$ cat src/rtl/keyreg_pkg.sv
// rtl/keyreg_pkg.sv - shared scancodes, FSM states and glyph table for key_entry_reg
// Purpose: constants and helpers used by key_decode and key_entry_reg.
// Contents: PS/2 set-2 scancode tables, state_t enum, BLANK glyph, op_glyph().
package keyreg_pkg;

    localparam logic [7:0] KEY_ENTER  = 8'h5A;
    localparam logic [7:0] KEY_ESCAPE = 8'h76;
    localparam logic [7:0] KEY_BREAK  = 8'hF0;

    // Digit scancodes packed so that byte i is the code for digit i.
    localparam logic [10*8-1:0] DIGIT_CODES = {
        8'h46, 8'h3E, 8'h3D, 8'h36, 8'h2E, 8'h25, 8'h26, 8'h1E, 8'h16, 8'h45
    };

    // Operator scancodes packed so that byte i is the code for operator id i+1.
    localparam logic [13*8-1:0] OP_CODES = {
        8'h23, 8'h1B, 8'h1C, 8'h4D, 8'h44, 8'h43, 8'h3C,
        8'h35, 8'h2C, 8'h2D, 8'h24, 8'h1D, 8'h15
    };

    localparam logic [7:0] BLANK = 8'hA9;

    typedef enum logic [1:0] {
        ST_IDLE  = 2'd0,
        ST_NUM   = 2'd1,
        ST_OP    = 2'd2,
        ST_WRITE = 2'd3
    } state_t;

    // Four-glyph operator word, already left-padded with BLANK.
    function automatic logic [31:0] op_glyph(input logic [3:0] id);
        case (id)
            4'd1:    op_glyph = 32'hA90A0D0D;
            4'd2:    op_glyph = 32'hA9A9A9A1;
            4'd3:    op_glyph = 32'hA9A2A8A3;
            4'd4:    op_glyph = 32'hA90DA0A4;
            4'd5:    op_glyph = 32'hA9051EA5;
            4'd6:    op_glyph = 32'hA90C0005;
            4'd7:    op_glyph = 32'hA90AA50D;
            4'd8:    op_glyph = 32'hA9A9A8A3;
            4'd9:    op_glyph = 32'hA9A5A8A6;
            4'd10:   op_glyph = 32'hA50AA50D;
            4'd11:   op_glyph = 32'hA9A5A8A3;
            4'd12:   op_glyph = 32'hA9A7A8A3;
            4'd13:   op_glyph = 32'hA7A5A8A3;
            default: op_glyph = {4{BLANK}};
        endcase
    endfunction

endpackage

$ cat src/rtl/key_decode.sv
// rtl/key_decode.sv - combinational PS/2 scancode classifier
// Purpose: classify one scancode as digit, operator, Enter, Escape or Break.
// Ports: key_code in; is_digit/digit, is_op/op_id, is_enter, is_escape, is_break out.
module key_decode
    import keyreg_pkg::*;
#(
    parameter int OP_W = 4
) (
    input  logic [7:0]      key_code,
    output logic            is_digit,
    output logic [3:0]      digit,
    output logic            is_op,
    output logic [OP_W-1:0] op_id,
    output logic            is_enter,
    output logic            is_escape,
    output logic            is_break
);

    always_comb begin
        is_digit  = 1'b0;
        digit     = 4'd0;
        is_op     = 1'b0;
        op_id     = '0;
        is_enter  = (key_code == KEY_ENTER);
        is_escape = (key_code == KEY_ESCAPE);
        is_break  = (key_code == KEY_BREAK);
        for (int i = 0; i < 10; i++) begin
            if (key_code == DIGIT_CODES[i*8 +: 8]) begin
                is_digit = 1'b1;
                digit    = 4'(i);
            end
        end
        for (int i = 0; i < 13; i++) begin
            if (key_code == OP_CODES[i*8 +: 8]) begin
                is_op = 1'b1;
                op_id = OP_W'(i + 1);
            end
        end
    end

endmodule

$ cat src/rtl/key_entry_reg.sv
// rtl/key_entry_reg.sv - keyboard entry register: BCD operand, operator, display, memory write
// Purpose: accumulate a DIGITS-digit BCD operand and operator from PS/2 key strobes,
//          drive the glyph word and hand {op_id, operand_bcd} to memory by wr/ack.
// Ports: clk, rst (sync, active-high), key_valid/key_code in, mem_ack in;
//        mem_wr, mem_data, operand_bcd, op_id, disp, overflow, key_drop out.
// Option: KEYREG_REPEAT_FILTER_EN enables the typematic repeat filter.
module key_entry_reg
    import keyreg_pkg::*;
#(
    parameter int DIGITS = 4,
    parameter int OP_W   = 4
) (
    input  logic                     clk,
    input  logic                     rst,
    input  logic                     key_valid,
    input  logic [7:0]               key_code,
    input  logic                     mem_ack,
    output logic                     mem_wr,
    output logic [OP_W+4*DIGITS-1:0] mem_data,
    output logic [4*DIGITS-1:0]      operand_bcd,
    output logic [OP_W-1:0]          op_id,
    output logic [8*DIGITS-1:0]      disp,
    output logic                     overflow,
    output logic                     key_drop
);

    localparam int CNT_W = $clog2(DIGITS + 1);

    state_t                state, state_n;
    logic [CNT_W-1:0]      count, count_n;
    logic [4*DIGITS-1:0]   operand_n;
    logic [OP_W-1:0]       op_n;
    logic                  overflow_n, key_drop_n;
    logic [8*DIGITS-1:0]   disp_n;
    logic                  accept;

    logic                  is_digit, is_op, is_enter, is_escape, is_break;
    logic [3:0]            digit;
    logic [OP_W-1:0]       dec_op;

    key_decode #(.OP_W(OP_W)) u_decode (
        .key_code  (key_code),
        .is_digit  (is_digit),
        .digit     (digit),
        .is_op     (is_op),
        .op_id     (dec_op),
        .is_enter  (is_enter),
        .is_escape (is_escape),
        .is_break  (is_break)
    );

`ifdef KEYREG_REPEAT_FILTER_EN
    logic [7:0] last_code;
    logic       last_valid;

    // A held key re-sends its make code; only the first one counts until Break.
    assign accept = key_valid && !is_break && !(last_valid && key_code == last_code);

    always_ff @(posedge clk) begin
        if (rst) begin
            last_code  <= 8'h00;
            last_valid <= 1'b0;
        end else if (key_valid && is_break) begin
            last_valid <= 1'b0;
        end else if (accept) begin
            last_code  <= key_code;
            last_valid <= 1'b1;
        end
    end
`else
    assign accept = key_valid && !is_break;
`endif

    always_ff @(posedge clk) begin
        if (rst) begin
            state       <= ST_IDLE;
            count       <= '0;
            operand_bcd <= '0;
            op_id       <= '0;
            overflow    <= 1'b0;
            key_drop    <= 1'b0;
            mem_wr      <= 1'b0;
            disp        <= {DIGITS{BLANK}};
        end else begin
            state       <= state_n;
            count       <= count_n;
            operand_bcd <= operand_n;
            op_id       <= op_n;
            overflow    <= overflow_n;
            key_drop    <= key_drop_n;
            mem_wr      <= (state_n == ST_WRITE);
            disp        <= disp_n;
        end
    end

    assign mem_data = {op_id, operand_bcd};

    always_comb begin
        state_n    = state;
        count_n    = count;
        operand_n  = operand_bcd;
        op_n       = op_id;
        overflow_n = overflow;
        key_drop_n = 1'b0;

        if (state == ST_WRITE) begin
            // Ack wins over a simultaneous Escape; both end in a cleared IDLE.
            if (mem_ack || (accept && is_escape)) begin
                state_n    = ST_IDLE;
                count_n    = '0;
                operand_n  = '0;
                op_n       = '0;
                overflow_n = 1'b0;
            end
            if (accept && !is_escape) begin
                key_drop_n = 1'b1;
            end
        end else if (accept) begin
            if (is_escape) begin
                state_n    = ST_IDLE;
                count_n    = '0;
                operand_n  = '0;
                op_n       = '0;
                overflow_n = 1'b0;
            end else if (is_digit && state != ST_OP) begin
                if (count == CNT_W'(DIGITS)) begin
                    overflow_n = 1'b1;
                end else begin
                    operand_n = {operand_bcd[4*DIGITS-5:0], digit};
                    count_n   = count + 1'b1;
                    state_n   = ST_NUM;
                end
            end else if (is_op && state != ST_IDLE) begin
                op_n    = dec_op;
                state_n = ST_OP;
            end else if (is_enter && state != ST_IDLE) begin
                state_n = ST_WRITE;
            end
        end
    end

    // Display is built from next-state values so it lands with the key's edge.
    always_comb begin
        disp_n = {DIGITS{BLANK}};
        if (state_n == ST_NUM) begin
            for (int i = 0; i < DIGITS; i++) begin
                if (CNT_W'(i) < count_n) begin
                    disp_n[8*i +: 8] = {4'h0, operand_n[4*i +: 4]};
                end
            end
        end else if (state_n == ST_OP) begin
            disp_n[31:0] = op_glyph(4'(op_n));
        end
    end

endmodule

$ cat config.mk
export PLATFORM = sky130hd
export DESIGN_NAME = key_entry_reg
export DESIGN_NICKNAME = d
export VERILOG_FILES = /design/src/rtl/keyreg_pkg.sv /design/src/rtl/key_decode.sv /design/src/rtl/key_entry_reg.sv
export SDC_FILE = /design/constraint.sdc
export NUM_CORES = 1
export LEC_CHECK = 0
export CORE_MARGIN = 2
export CORE_UTILIZATION = 49
export DETAILED_ROUTE_END_ITERATION = 8
export PLACE_DENSITY = 0.88
export SLEW_MARGIN = 40
export SYNTH_ARGS = -nofsm -noshare
export SYNTH_HDL_FRONTEND = slang
export SYNTH_SLANG_ARGS = --single-unit
$ cat constraint.sdc
create_clock -name clk -period 4 [get_ports clk]
set_input_delay 0.8 -clock clk [delete_from_list [all_inputs] [get_ports clk]]
set_output_delay 0.8 -clock clk [all_outputs]
set_load 0.01 [all_outputs]
== Yosys cells after proc, flatten, opt, wreduce, memory -nomap -nowiden ==
Memories as Yosys holds them, arrays and structs flattened.
Index checks and enable logic that the tools add are counted.

* Flip-flop bits (word level): 60
* ROM bits: 352
* Bits of input ports: 12
* Output and inout bits: 75
* Logic and storage cells: 147
* Memories: 1

* Add/sub/neg operators: 1
* Magnitude comparators: 4
* Eq/ne operators: 33
* Muxes and demuxes: 84
* Bitwise gates (word level): 1
* Reductions and logical operators: 15

{| class="wikitable"
|+ Memory list
! name !! words !! width !! rd ports !! clocked after memory_dff !! write ports !! RTL line !! text
|-
| (name not given) || 16 || 22 || 1 || 0 || 0 || keyreg_pkg.sv:32 || <nowiki>case (id)</nowiki>
|}

{| class="wikitable"
|+ Operators with widths
! cell !! number
|-
| 8-bit by 6-bit equality test with 1-bit output, second input constant || 12
|-
| 16-bit 2-to-1 mux || 6
|-
| 32-bit 2-to-1 mux || 2
|-
| 8-bit by 7-bit equality test with 1-bit output, second input constant || 7
|-
| 4-bit 2-to-1 mux || 14
|-
| 8-bit by 5-bit equality test with 1-bit output, second input constant || 6
|-
| 3-bit 2-to-1 mux || 14
|-
| 1-bit 2-to-1 mux || 32
|-
| 8-bit 2-to-1 mux || 4
|-
| 2-bit 2-to-1 mux || 12
|-
| 8-bit equality test, second input constant || 1
|-
| 2-bit equality test, second input constant || 3
|-
| 1-bit logical AND || 6
|-
| 1-bit by 3-bit < comparator with 1-bit output, first input constant || 2
|-
| 2-bit by 3-bit < comparator with 1-bit output, first input constant || 2
|-
| 3-bit nonzero test || 2
|-
| 4-bit AND reduction || 1
|-
| 2-bit nonzero test || 2
|-
| 3-bit by 1-bit adder with 3-bit output, second input constant || 1
|-
| 3-bit equality test, second input constant || 1
|-
| 2-bit by 1-bit equality test with 1-bit output, second input constant || 1
|-
| 1-bit logical NOT || 2
|-
| 2-bit by 1-bit inequality test with 1-bit output, second input constant || 1
|-
| 2-bit inequality test, second input constant || 1
|-
| other kinds (3) || 3
|}

== Depth between registers and ports, before layout ==
* Word-level depth: 23
* Gate-level depth with buffers: 14
* Mapped depth without buffers: 11

== By module ==
A second synthesis with hierarchy kept.

* Cells, all modules: 435
* Area total of the unflattened synthesis: 3,532.1 um^2

{| class="wikitable"
|+ By module, submodules not included
! module !! instances !! cells each !! area each (um^2) !! sequential area each (um^2)
|-
| key_entry_reg || 1 || 359 || 3,017.9 || 980.9
|-
| key_decode || 1 || 76 || 514.2 || 0.0
|}

== Worst setup path before layout ==
No wires, ideal clock.

* Kind: in2reg
* Start point: in key_code[6]
* End point: reg disp[7]
* Library setup time: 0.114 ns
* Arrival time: 3.524 ns
* Setup slack: 0.362 ns
* Cell stages on the path: 13
* Cell sequence: clkbuf_1 > or3b_2 > nor3_1 > o22ai_1 > a41o_1 > a21o_1 > buf_2 > inv_1 > ha_1 > inv_1 > a2111oi_0 > o31ai_1 > a21o_1

* Word-level cells in the longest chain between the ends: 23
* Elaborated cells on any way between the ends: 94
* Classes of those cells: 1 x order compare; 28 x eq/ne; 57 x mux; 7 x reduce/logical; 1 x memory

{| class="wikitable"
|+ Ends and longest elaborated chain
! what !! RTL line !! text
|-
| from (decl) || key_entry_reg.sv:16 || <nowiki>input logic [7:0] key_code,</nowiki>
|-
| 8-bit by 5-bit equality test with 1-bit output || key_decode.sv:34 || <nowiki>if (key_code == OP_CODES[i*8 +: 8]) begin</nowiki>
|-
| 1-bit 2-to-1 mux (13 in a row) || key_decode.sv:34 ||
|-
| 1-bit logical AND || key_entry_reg.sv:133 || <nowiki>end else if (is_op && state != ST_IDLE) begin</nowiki>
|-
| 4-bit 2-to-1 mux / 2-bit 2-to-1 mux (equally long branches) || key_entry_reg.sv:133 ||
|-
| 4-bit 2-to-1 mux / 2-bit 2-to-1 mux (equally long branches) || key_entry_reg.sv:125 || <nowiki>end else if (is_digit && state != ST_OP) begin</nowiki>
|-
| 4-bit 2-to-1 mux / 2-bit 2-to-1 mux (equally long branches) || key_entry_reg.sv:119 || <nowiki>if (is_escape) begin</nowiki>
|-
| 4-bit 2-to-1 mux / 2-bit 2-to-1 mux (equally long branches) || key_entry_reg.sv:118 || <nowiki>end else if (accept) begin</nowiki>
|-
| 4-bit 2-to-1 mux / 2-bit 2-to-1 mux (equally long branches) || key_entry_reg.sv:106 || <nowiki>if (state == ST_WRITE) begin</nowiki>
|-
| memory read 16 x 22 bit / 2-bit equality test (equally long branches) || -- ||
|-
| 32-bit 2-to-1 mux || key_entry_reg.sv:151 || <nowiki>end else if (state_n == ST_OP) begin</nowiki>
|-
| 32-bit 2-to-1 mux (*) || key_entry_reg.sv:145 || <nowiki>if (state_n == ST_NUM) begin</nowiki>
|-
| to (signal assigned) || key_entry_reg.sv:83 || <nowiki>disp <= {DIGITS{BLANK}};</nowiki>
|-
| to (signal assigned) || key_entry_reg.sv:92 || <nowiki>disp <= disp_n;</nowiki>
|-
| to (decl) || key_entry_reg.sv:22 || <nowiki>output logic [8*DIGITS-1:0] disp,</nowiki>
|}

Mark *: on every way between the ends. The rest lies on a longest branch, timed or not.
A chain may end at the register's enable or synchronous reset.

== Final worst setup path ==
* Start point: in key_code[6]
* End point: reg disp[19]

The elaborated chain is that of the path after synthesis.

==> flow_summary.json <==
{
  "start_util_pct": 51.16,
  "grt_max_degree": 27,
  "nets": 525,
  "avgViaCountPerCell": 6.135,
  "cp-startpoint": "key_code[6]",
  "power_frac_comb_pct": 11.3,
  "wl_met3_um": 860,
  "hp-start": "operand_bcd[15]",
  "rr_worst_depth": 11,
  "synth_area_leader_cell": "dfxtp_1",
  "first_iter_violations": 363,
  "worst-slew-pin-transition_ns": 0.5788,
  "cts.clk_slew.worst_paths_ns": 0.09,
  "ys_seq_elements": 49,
  "violations": "design-rule violations",
  "switching_share_pct": 24.12,
  "async_flop_share_pct": 0,
  "dp_hpwl_mm": 7.705,
  "fin_util_pct": 67.66,
  "final_design_area_no_fill_um2": 4345,
  "post_drt_wl_per_cell_um": 17.12,
  "final.setup_skew_ns": 0.006427,
  "ctsResizeCount": 0,
  "yosysWarnings": 0,
  "grt_pass1_vias": 3352,
  "crit_slowest_cell": "clkdlybuf4s50_1",
  "ys_top_cells_by_area": "dfxtp_1 30%, buf_4 7.1%, a21oi_1 4.4%",
  "die_area_um2": 7376,
  "drc": 4,
  "cts_hold_buf": 0,
  "wl_met2_mm": 4.663,
  "status": "complete, but fails checks",
  "cp_num_buf_inv": 1,
  "routabilityCongestion": 1.018,
  "num_rows": 29,
  "dp.cells": 578,
  "grt_overflow": 0,
  "syn_area_per_cell_um2": 7.749,
  "dr.pass1.iters": 7,
  "ant_nets": 0,
  "synth_common_cells": "49 x dfxtp_1, 31 x buf_4, 31 x nor2_1",
  "p_leak_nw": 1.705,
  "multi_input_area_um2": 1899,
  "pwr-share-clk_pct": 38.5,
  "fmax_mhz": 265.8,
  "setup_violations": 0,
  "dp_slack_ns": -0.01944,
  "syn_area_um2": 3286,
  "clock_path_buffers": 2,
  "power_density_nw_per_um2": 224.4,
  "io_pins": 87,
  "gr-usage-all-layers_pct": 27.08,
  "placed_area_um2": 4225,
  "yosysMostFrequentCell": "dfxtp_1",
  "worstPathCellList": "clkdlybuf4s50_1, or4b_4, or3b_4, a211oi_4, o21ai_0, a311oi_2, o21a_1, o21ai_1, o32a_1",
  "slew_viol_final": 0,
  "ir_drop_v": 0.0001394,
  "cts_made_buffers": 5,
  "grt_pass1_wl_mm": 16.16,
  "worstSetupEndpointType": "flop",
  "syn2layout_area_growth_pct": 32.25,
  "hold_slack_ns": 0.5459,
  "seq_area_frac_synth_pct": 29.86,
  "internal_power_uw": 739.8,
  "htreeDepth": 2,
  "antenna_found_initial": 0,
  "die_h_um": 85.89,
  "vias": 3595,
  "postCtsSetupBuffers": 0,
  "num_antenna_cells": 0,
  "synth_flop_cell": "dfxtp_1",
  "synthCells": 424,
  "fill_cells": 521,
  "r2r-start": "state[1]",
  "wl_met1_mm": 4.349,
  "ys_types": 70,
  "synth-edff-count": 0,
  "drive_gt1_share_pct": 14.54,
  "top_layer_used": "met4",
  "finalCritPeriodShare_pct": 94.07,
  "final.min_clock_period_ns": 3.763,
  "wl_mm": 10.03,
  "required_ns": 4.20,
  "critical_path_class": "input port to flop",
  "clock_latency_ns": 0.31,
  "fin_cells": 586,
  "yosysTopAreaCellShare_pct": 29.86,
  "hold_class": "flop to flop",
  "ff2ff_setup_slack_ns": 1.17,
  "path_delay_family": "compound AO/OA/AOI/OAI gates",
  "core_area_um2": 6422,
  "cts_tree": "yes",
  "grt_setup_unrepaired": "false",
  "cts-root-buf": "clkbuf_8",
  "critPathMaxStageDelay_ns": 0.51,
  "holdPathStages": 2,
  "p_seq_share_pct": 50.2,
  "timing.rr.end": "disp[11]",
  "cp.arrival_ns": 3.96,
  "cp-start-kind": "input port",
  "power_switching_uw": 235.2,
  "io_buffers": 79,
  "die-width_um": 85.89,
  "crit_fanout": 8,
  "clkSinkCount": 49,
  "seq_area_um2": 980.9,
  "fin_ws_ns": 0.2373,
  "min_to": "operand_bcd[15]",
  "hold_violations": 0,
  "timing.slew.headroom_pct": 61.29,
  "cap_violations": 0
}
-- worst reg2reg max path, stage by stage, from the launching register on --
cell and delay (ns):
dfxtp_1 0.53, nor2b_1 0.29, o311a_1 0.20, a211oi_1 0.06, a41o_1 0.27, a2bb2oi_2 0.26, inv_1 0.09, ha_1 0.22
buf_4 0.15, nor3_1 0.18, o21ai_0 0.13, a221o_1 0.34
-- cell usage in the layout, fill, tap and decap left out, types with 4 or more instances in the layout --
master            n
clkdlybuf4s50_1  79
buf_4            51
dfxtp_1          49
nor2_1           31
nand2_1          30
a21oi_1          29
o21ai_0          24
inv_1            20
nand3_1          20
nor3_1           17
and3_1            9
nor2b_1           8
a21o_1            8
nand2b_1          7
conb_1            7
a211oi_1          6
mux2i_1           6
clkbuf_8          6
nand3b_1          5
o31ai_1           5
o32a_1            5
o21a_1            5
ha_1              5
or2_2             4
nor3b_1           4
o22ai_1           4
-- per-layer routing --
metal  vias up  GRT usage [%]
met5         -              0
li1       1668              -
met2       223          44.05
met3        19          3.176
met4         0          6.926
met1      1685          38.15
-- registers in the layout, summed over array words and instances, names as in the netlist --
register,count
count,3
mem_wr,1
op_id,4
overflow,1
key_drop,1
operand_bcd,16
disp,21
state,2
-- logic make-up (layout without fill, tap and decap cells) --
family,Yosys count,after routing,synth area share [%]
muxes,7,7,2.171
and+or+nand+nor,156,156,25.55
buffers and inverters,79,158,13.02
AOI/OAI and AO/OA,124,124,26.58
other,1,7,0.1141
xor gates and xnor gates,3,3,0.7998
adders and majority gates,5,5,1.904
DFF,49,49,29.86
-- worst max-delay path by stage --
stage / slack (ns) / cells after the start / endpoint
after floorplan: 0.36 / 13 / disp[7]
after global placement: 0.07 / 14 / disp[10]
after detailed placement: -0.02 / 9 / disp[19]
after CTS: 0.30 / 9 / disp[19]
after global routing: 0.14 / 11 / disp[19]
final: 0.24 / 9 / disp[19]
-- power by group through the flow --
stage          clock network [mW]  logic [mW]  registers (mW)
5_1_grt                     0.394       0.119           0.490
3_3_place_gp                    0       0.107           0.501
6_report                    0.376       0.110           0.489
2_1_floorplan                   0      0.0688           0.501
3_5_place_dp                    0       0.107           0.501
4_1_cts                     0.375       0.108           0.489
-- area by class of cell --
class / count / area share (%)
clock buffer: 6 / 1.900
clock inverter: 2 / 0.8638
inverter: 20 / 1.728
multi-input combinational: 302 / 43.71
sequential: 49 / 22.57
tap: 77 / 2.217
timing repair buffer: 130 / 27.01
-- stage by stage --
step                power, mW  setup TNS (ns)
floorplan              0.5697               0
finish                 0.9751               0
CTS                    0.9717               0
global route            1.003               0
detailed placement     0.6078        -0.01944
global placement       0.6076               0
No activity file was read; power rests on OpenSTA's default activity.
